File: src/rtl/vga_ctrl_pkg.sv
// vga_ctrl_pkg: 640x480@60 timing constants and the shared colour type
package vga_ctrl_pkg;
   localparam int H_ACTIVE = 640;
   localparam int H_FP     = 16;
   localparam int H_SYNC   = 96;
   localparam int H_BP     = 48;
   localparam int H_TOTAL  = H_ACTIVE + H_FP + H_SYNC + H_BP;
   localparam int V_ACTIVE = 480;
   localparam int V_FP     = 10;
   localparam int V_SYNC   = 2;
   localparam int V_BP     = 33;
   localparam int V_TOTAL  = V_ACTIVE + V_FP + V_SYNC + V_BP;
   localparam int CNT_W    = 10;
   typedef logic [23:0] rgb24_t;
endpackage

File: src/rtl/vga_axis_cnt.sv
// vga_axis_cnt: wrapping position counter with active/sync region decode for one axis
module vga_axis_cnt import vga_ctrl_pkg::*; #(
   parameter int ACTIVE = H_ACTIVE,
   parameter int FP     = H_FP,
   parameter int SYNC   = H_SYNC,
   parameter int BP     = H_BP
) (
   input  logic             i_clk,
   input  logic             i_rst_n,
   input  logic             i_step,
   output logic [CNT_W-1:0] o_cnt,
   output logic             o_last,
   output logic             o_active,
   output logic             o_sync_n
);
   localparam logic [CNT_W-1:0] C_LAST = CNT_W'(ACTIVE + FP + SYNC + BP - 1);
   localparam logic [CNT_W-1:0] C_ACT  = CNT_W'(ACTIVE);
   localparam logic [CNT_W-1:0] C_SS   = CNT_W'(ACTIVE + FP);
   localparam logic [CNT_W-1:0] C_SE   = CNT_W'(ACTIVE + FP + SYNC);

   logic [CNT_W-1:0] r_cnt;

   assign o_cnt    = r_cnt;
   assign o_last   = r_cnt == C_LAST;
   assign o_active = r_cnt < C_ACT;
   assign o_sync_n = !((r_cnt >= C_SS) && (r_cnt < C_SE));

   // Advance on each step, wrapping to zero after the last position of the axis
   always_ff @(posedge i_clk or negedge i_rst_n)
      if (!i_rst_n) r_cnt <= '0;
      else if (i_step) r_cnt <= o_last ? '0 : r_cnt + CNT_W'(1);
endmodule

File: src/rtl/vga_ctrl.sv
// vga_ctrl: VGA timing generator issuing pixel coordinates and registering colour/syncs to the DAC
module vga_ctrl import vga_ctrl_pkg::*; #(
   parameter int H_ACTIVE = vga_ctrl_pkg::H_ACTIVE,
   parameter int H_FP     = vga_ctrl_pkg::H_FP,
   parameter int H_SYNC   = vga_ctrl_pkg::H_SYNC,
   parameter int H_BP     = vga_ctrl_pkg::H_BP,
   parameter int V_ACTIVE = vga_ctrl_pkg::V_ACTIVE,
   parameter int V_FP     = vga_ctrl_pkg::V_FP,
   parameter int V_SYNC   = vga_ctrl_pkg::V_SYNC,
   parameter int V_BP     = vga_ctrl_pkg::V_BP
) (
   input  logic        i_clk,
   input  logic        i_rst_n,
   input  logic        i_en,
   output logic [9:0]  o_x,
   output logic [8:0]  o_y,
   input  logic [23:0] i_rgb,
   output logic [7:0]  o_vga_r,
   output logic [7:0]  o_vga_g,
   output logic [7:0]  o_vga_b,
   output logic        o_vga_hs,
   output logic        o_vga_vs,
   output logic        o_vga_blank_n,
   output logic        o_vga_sync_n,
   output logic        o_frame_start
);
   logic [CNT_W-1:0] w_h_cnt, w_v_cnt;
   logic             w_h_last, w_v_last, w_h_act, w_v_act, w_hs0, w_vs0, w_active;
   rgb24_t           r_rgb;
   logic             r_blank_n, r_hs, r_vs;

   vga_axis_cnt #(.ACTIVE(H_ACTIVE), .FP(H_FP), .SYNC(H_SYNC), .BP(H_BP)) u_h (
      .i_clk(i_clk), .i_rst_n(i_rst_n), .i_step(i_en),
      .o_cnt(w_h_cnt), .o_last(w_h_last), .o_active(w_h_act), .o_sync_n(w_hs0));

   // The vertical axis steps once per line, on the cycle the horizontal counter wraps
   vga_axis_cnt #(.ACTIVE(V_ACTIVE), .FP(V_FP), .SYNC(V_SYNC), .BP(V_BP)) u_v (
      .i_clk(i_clk), .i_rst_n(i_rst_n), .i_step(i_en && w_h_last),
      .o_cnt(w_v_cnt), .o_last(w_v_last), .o_active(w_v_act), .o_sync_n(w_vs0));

   assign w_active      = w_h_act && w_v_act;
   assign o_x           = w_active ? w_h_cnt : '0;
   assign o_y           = w_active ? w_v_cnt[8:0] : '0;
   assign o_frame_start = (w_h_cnt == '0) && (w_v_cnt == '0) && i_en && !(w_v_last && w_h_last);
   assign o_vga_r       = r_rgb[23:16];
   assign o_vga_g       = r_rgb[15:8];
   assign o_vga_b       = r_rgb[7:0];
   assign o_vga_hs      = r_hs;
   assign o_vga_vs      = r_vs;
   assign o_vga_blank_n = r_blank_n;
   assign o_vga_sync_n  = 1'b0;

   // Colour, blank and syncs share one register stage so they stay aligned one clock behind the counters
   always_ff @(posedge i_clk or negedge i_rst_n)
      if (!i_rst_n) begin
         r_rgb     <= '0;
         r_blank_n <= 1'b0;
         r_hs      <= 1'b1;
         r_vs      <= 1'b1;
      end else if (i_en) begin
         r_rgb     <= w_active ? i_rgb : '0;
         r_blank_n <= w_active;
         r_hs      <= w_hs0;
         r_vs      <= w_vs0;
      end
endmodule

File: config.mk
export PLATFORM = sky130hd
export DESIGN_NAME = vga_ctrl
export DESIGN_NICKNAME = d
export VERILOG_FILES = /design/src/rtl/vga_ctrl_pkg.sv /design/src/rtl/vga_axis_cnt.sv /design/src/rtl/vga_ctrl.sv
export SDC_FILE = /design/constraint.sdc
export NUM_CORES = 1
export LEC_CHECK = 0
export ABC_AREA = 1
export CAP_MARGIN = 20
export CORE_ASPECT_RATIO = 1.1
export CORE_MARGIN = 1.5
export CORE_UTILIZATION = 49
export CTS_BUF_LIST = sky130_fd_sc_hd__clkbuf_2 sky130_fd_sc_hd__clkbuf_4 sky130_fd_sc_hd__clkbuf_8
export CTS_CLUSTER_SIZE = 30
export DETAILED_ROUTE_END_ITERATION = 16
export GPL_TIMING_DRIVEN = 0
export PLACE_DENSITY = 0.81
export SETUP_SLACK_MARGIN = 0.2
export SYNTH_ARGS = -nofsm -noshare
export SYNTH_HDL_FRONTEND = slang
export SYNTH_HIERARCHICAL = 1
export SYNTH_SLANG_ARGS = --single-unit
File: constraint.sdc
create_clock -name i_clk -period 1.8 [get_ports i_clk]
set_input_delay 0.54 -clock i_clk [delete_from_list [all_inputs] [get_ports i_clk]]
set_output_delay 0.54 -clock i_clk [all_outputs]
set_load 0.01 [all_outputs]
## Word level (Yosys, flattened, before mapping)

Cells that the tools add are included.

| cells by class | value |
|---|---|
| divide/modulo/power cells | 0 |
| shifts and indexed selects | 0 |
| multipliers | 0 |
| add/sub/neg operators | 2 |
| mux-type cells | 5 |
| magnitude comparators | 6 |
| equality and inequality tests | 2 |
| bitwise gates (word level) | 0 |
| reduce and logical (&&, ||, !) cells | 13 |

Operator list:

| cell | count |
|---|---|
| $mux 10 | 3 |
| $mux 24 | 1 |
| $add 10x1->10 const B | 2 |
| $eq 10x10->1 const B | 2 |
| $logic_not 10->1 | 2 |
| $lt 10x10->1 const B | 2 |
| $lt 10x9->1 const B | 2 |
| $ge 10x10->1 const B | 1 |
| $ge 10x9->1 const B | 1 |
| $mux 9 | 1 |
| $logic_and 1x1->1 | 8 |
| $logic_not 1->1 | 3 |

| word-level totals | value |
|---|---|
| bits in registers | 47 |
| input bits | 27 |
| word-level logic and storage cells | 34 |
| RAM bits | 0 |
| latch bits | 0 |
| memories | 0 |
| output and inout bits | 48 |
| ROM bits | 0 |

## Depth between registers and ports, before layout

| logic depth | value |
|---|---|
| depth after elaboration | 4 |
| depth in mapped cells | 14 |
| gate-level depth less buffers | 13 |

## Cells and area by module

Netlist, hierarchy kept.

By module, submodules not included:

| module | area an instance (um^2) | instances | cells an instance | sequential area each (um^2) |
|---|---|---|---|---|
| vga_ctrl | 1350.0 | 1 | 177 | 678.2 |
| vga_axis_cnt (u_v) | 640.6 | 1 | 85 | 250.2 |
| vga_axis_cnt (u_h) | 605.6 | 1 | 80 | 250.2 |

## Worst setup path after synthesis

No wires, ideal clock.

| path | value |
|---|---|
| kind | flip-flop to output port |
| from | register u_v.r_cnt[6], in the netlist u_v/o_cnt[6] |
| to | output o_x[7] |
| required time | 1.260 ns |
| buffers on the path | 1 |
| arrival | 1.282 ns |
| stages on the path, launching flop included | 7 |
| slack | -0.022 ns |
| cells stage by stage | dfrtp_1 > nand2_1 > nor2_4 > nor2_1 > nand2_1 > buf_2 > nor2_1 |

| between the ends | value |
|---|---|
| longest elaborated chain between the ends | 3 |

Ends and longest elaborated chain:

| what | RTL line | text |
|---|---|---|
| start: declaration | vga_axis_cnt.sv:21 | `logic [CNT_W-1:0] r_cnt;` |
| start signal: assignment | vga_axis_cnt.sv:31 | `else if (i_step) r_cnt <= o_last ? '0 : r_cnt + CNT_W'(1);` |
| $lt 10x9->1 | vga_axis_cnt.sv:25 | `assign o_active = r_cnt < C_ACT;` |
| via w_v_act | vga_ctrl.sv:28 | `logic w_h_last, w_v_last, w_h_act, w_v_act, w_hs0, w_vs0, w_active;` |
| $logic_and 1x1->1 | vga_ctrl.sv:41 | `assign w_active = w_h_act && w_v_act;` |
| $mux 10 | vga_ctrl.sv:42 | `assign o_x = w_active ? w_h_cnt : '0;` |
| end: declaration | vga_ctrl.sv:15 | `output logic [9:0] o_x,` |

The timed path passes the listed nets, and every way through them passes these cells.

## Final worst setup path

| path | value |
|---|---|
| from | input i_en |
| to | output o_frame_start |

| between the ends | value |
|---|---|
| longest elaborated chain between the ends | 2 |

Ends and longest elaborated chain:

| what | RTL line | text |
|---|---|---|
| start: declaration | vga_ctrl.sv:14 | `input logic i_en,` |
| $logic_and 1x1->1 (2 in series) | vga_ctrl.sv:44 | `assign o_frame_start = (w_h_cnt == '0) && (w_v_cnt == '0) && i_en && !(w_v_last && w_h_last);` |
| end: declaration | vga_ctrl.sv:25 | `output logic o_frame_start` |

No other way between the ends.

==> key figures <==
Logic synthesis
  • Mapped cell area: ~2600 um^2
  • Synth cell types: 30
  • Synth top area cells: dfrtp_1 (43%), inv_1 (11%), nand2_1 (11%)
  • Async SR Flop Fraction: 100%
  • Synth Area per Inst: approximately 7.6 um^2
  • Area share of the largest cell type after synthesis: a little over two fifths
  • Syn Inst Count: between 300 and 400
  • Synthesis-stage register bit count: 47
  • Syn. warnings: 6
  • Area leader, netlist: dfrtp_1
  • EDFF count, synth: 0
  • Synth Flop Type: dfrtp_1
  • Share of the yosys chip area belonging to registers: 45.4%
  • Top post-synthesis cells by count: inv_1 (76), nand2_1 (76), nor2_1 (51)
  • Syn Nets: roughly 370

Global routing
  • Global-route wire length before repair: around 12,000 um
  • Gr usage total: approximately 28%
  • Largest net degree at the start of global routing: 35
  • Gr ovfl total: 0
  • Initial antenna violation count: 0
  • Vias in the first global route: roughly 2,700

Place
  • Dpl cell area: 3510 um^2
  • Routability Congestion: roughly 0.8
  • I/O Buffers: 73
  • Placed wire-length estimate: 4410 um

Pwr
  • Maximum VDD drop: approximately 0.00068 V
  • Switch share: 34.8%
  • Internal power: about 2.1 mW
  • Sw Pwr: ~1.1 mW
  • Sequential share of power: 40.4%
  • Clock network fraction of design power: between 20% and 30%
  • Static leakage: 2.34 nW
  • Total power divided by cell area: 751 nW/um^2
  • Comb pwr share: between 30% and 40%

CTS
  • Worst-path clk slew: ~0.1 ns
  • CTS tree: yes
  • Cts hold-fix bufs: 0
  • CTS sink count: 47
  • Clk buf depth: 2
  • CTS H-Tree Depth: 2
  • Clock latency on the worst-skew pair: slightly above 0.3 ns
  • Root Buffer: clkbuf_8
  • CTS Buf Count: 5

Drt
  • Drt drc: 0
  • Initial DRT Pass Iterations: 6
  • Total wire length: between 9000 and 10,000 um
  • Via Count: 2,856
  • DR WL/cell: approximately 18 um
  • Via density per instance: ~5.3
  • Final ANT Viol Nets: 0
  • First DRT Iteration DRCs: 187

Timing
  • Worst Hold Slack: ~0.12 ns
  • Maximum clock rate: around 0.45 GHz
  • Final hold vios: 0
  • Tcrit/Tclk final: 124%
  • Setup violators final: 23
  • Slew Limit Fails: 0
  • RSZ-0062 raised after global routing: yes
  • Final Worst Setup Slack: -0.439 ns
  • Skew final: between 0.01 and 0.015 ns
  • Fin Setup TNS: -6.67 ns
  • Final Critical Period: about 2.2 ns

Run status
  • Failing checks: negative setup slack
  • Status: finished, violations left

Worst setup path
  • Critical R2R Launch: u_h/o_cnt[5]
  • Reg2Reg Capture Point: o_vga_hs
  • R2R depth: 14
  • Crit Path Max Fanout: 10
  • Crit end category: primary output
  • R2r setup slk: -0.10 ns
  • Critical Setup Path Class: in2out
  • Crit path launch type: input port
  • CP arrival: around 1.7 ns
  • CP required: 1.26 ns

Flow run
  • Max cap viols: 0

Finish
  • Layout area overhead: 65.0%
  • Sequential cell area: 1200 um^2
  • Footprint of the multi-input gates: between 1000 and 1500 um^2
  • Cell area after layout: between 4000 and 5000 um^2
  • Nets: about 510
  • Layout fillers: ~280
  • Ant. Diodes: 0
  • Layout cell share with drive strength beyond 1: between 40% and 50%

Die
  • Std-Cell Core Area: a little over 5000 um^2
  • Cell row count: 27
  • I/O pins: 75
  • Die width: 72.4 um
  • Die Area: 5740 um^2
  • Die Y: 79.3 um
  • Initial Util: approximately half

Hold path
  • HP Class: in2async
[critical path, cell delays in order]
cell and delay (ns):
clkdlybuf4s15_2 0.31, inv_2 0.15, nor2_2 0.11, nand2_1 0.08, nor2_1 0.15, nand2_1 0.11, nor2_2 0.10, buf_2 0.14
[power by group through the flow]
stage / Combinational [mW] / Clock, mW / Sequential, mW
4_1_cts: 0.842 / 0.837 / 1.27
2_1_floorplan: 0.354 / 0 / 1.31
3_5_place_dp: 0.501 / 0 / 1.35
3_3_place_gp: 0.481 / 0 / 1.35
5_1_grt: 1.14 / 0.911 / 1.31
6_report: 1.07 / 0.847 / 1.30
[layer usage]
| layer | track usage, % | wire, um | up-vias | part of all wire, % |
|---|---|---|---|---|
| met5 | 0 | 0 | - | 0 |
| met4 | 13.0 | 558 | 0 | 5.9 |
| met3 | 3.81 | 479 | 53 | 5.1 |
| met2 | 50.6 | 4980 | 145 | 53 |
| met1 | 31.0 | 3390 | 1371 | 36 |
| li1 | - | - | 1287 | - |
[area by class of cell]
class,instances,share of cell area [%]
buffer,8,1.84
clock buffer,6,1.93
clock inverter,2,0.905
inverter,77,6.75
sequential,47,27.9
multi-input combinational,211,32.7
timing repair buffer,125,26.3
tap,58,1.69
[metrics by stage]
step | util, % | std cells | worst slack [ns] | power [mW]
6_report | 84.5 | 534 | -0.439 | 3.22
5_1_grt | 84.5 | 534 | -0.491 | 3.36
4_1_cts | 79.0 | 520 | -0.306 | 2.94
3_5_place_dp | 69.3 | 474 | -1.06 | 1.85
3_3_place_gp | 69.0 | 473 | -1.33 | 1.83
2_1_floorplan | - | 342 | 0.137 | 1.66
[sequential cells by signal, summed over array words and instances, names as in the netlist]
signal,cells
o_vga_blank_n,1
o_vga_vs,1
r_rgb,24
o_vga_hs,1
u_h/o_cnt,10
u_v/o_cnt,10
[placed cells by master (no fill, tap or decap), drive strengths merged]
cell,netlist,routed
clkbuf,0,6
dlygate4sd2,0,25
o2111ai,1,1
bufinv,0,1
a21oi,1,1
dfstp,2,2
inv,77,78
nand2,82,83
and3,1,1
dfrtp,45,45
xnor2,1,1
nor2,59,59
nand4,5,5
conb,1,1
nand3,14,14
buf,8,83
clkdlybuf4s50,0,24
nand3b,1,1
ha,4,4
o21ai,30,30
or2,1,1
clkdlybuf4s15,0,1
xor2,5,5
nor3,4,4
[cells by family (layout without fill, tap and decap cells)]
family | count (synthesis) | after routing | share of synthesized area, %
AOI/OAI and AO/OA | 32 | 32 | 8.05
xor gates and xnor gates | 6 | 6 | 2.02
adders and majority gates | 4 | 4 | 1.93
buffers and inverters | 85 | 218 | 13.4
DFF | 47 | 47 | 45.4
other | 1 | 1 | 0.144
and+or+nand+nor | 167 | 168 | 29.0
[worst max path at each step]
stage	startpoint	to	slack, ns
after floorplan	u_v/o_cnt[0]	o_frame_start	0.14
after global placement	i_rst_n	u_v/o_cnt[5]	-1.33
after detailed placement	i_en	o_frame_start	-1.06
after CTS	u_v/o_cnt[7]	o_y[8]	-0.31
after global routing	i_en	o_frame_start	-0.49
final	i_en	o_frame_start	-0.44
[timing repair]
action                                 4_1_cts  5_1_grt
pin swaps                                   17       26
endpoints found under the hold margin        0        0
resized for setup                          159       54
cloned                                       2        0
setup endpoints to repair                   61       41
buffers inserted                            36       14
No activity file was read; power rests on OpenSTA's default activity.
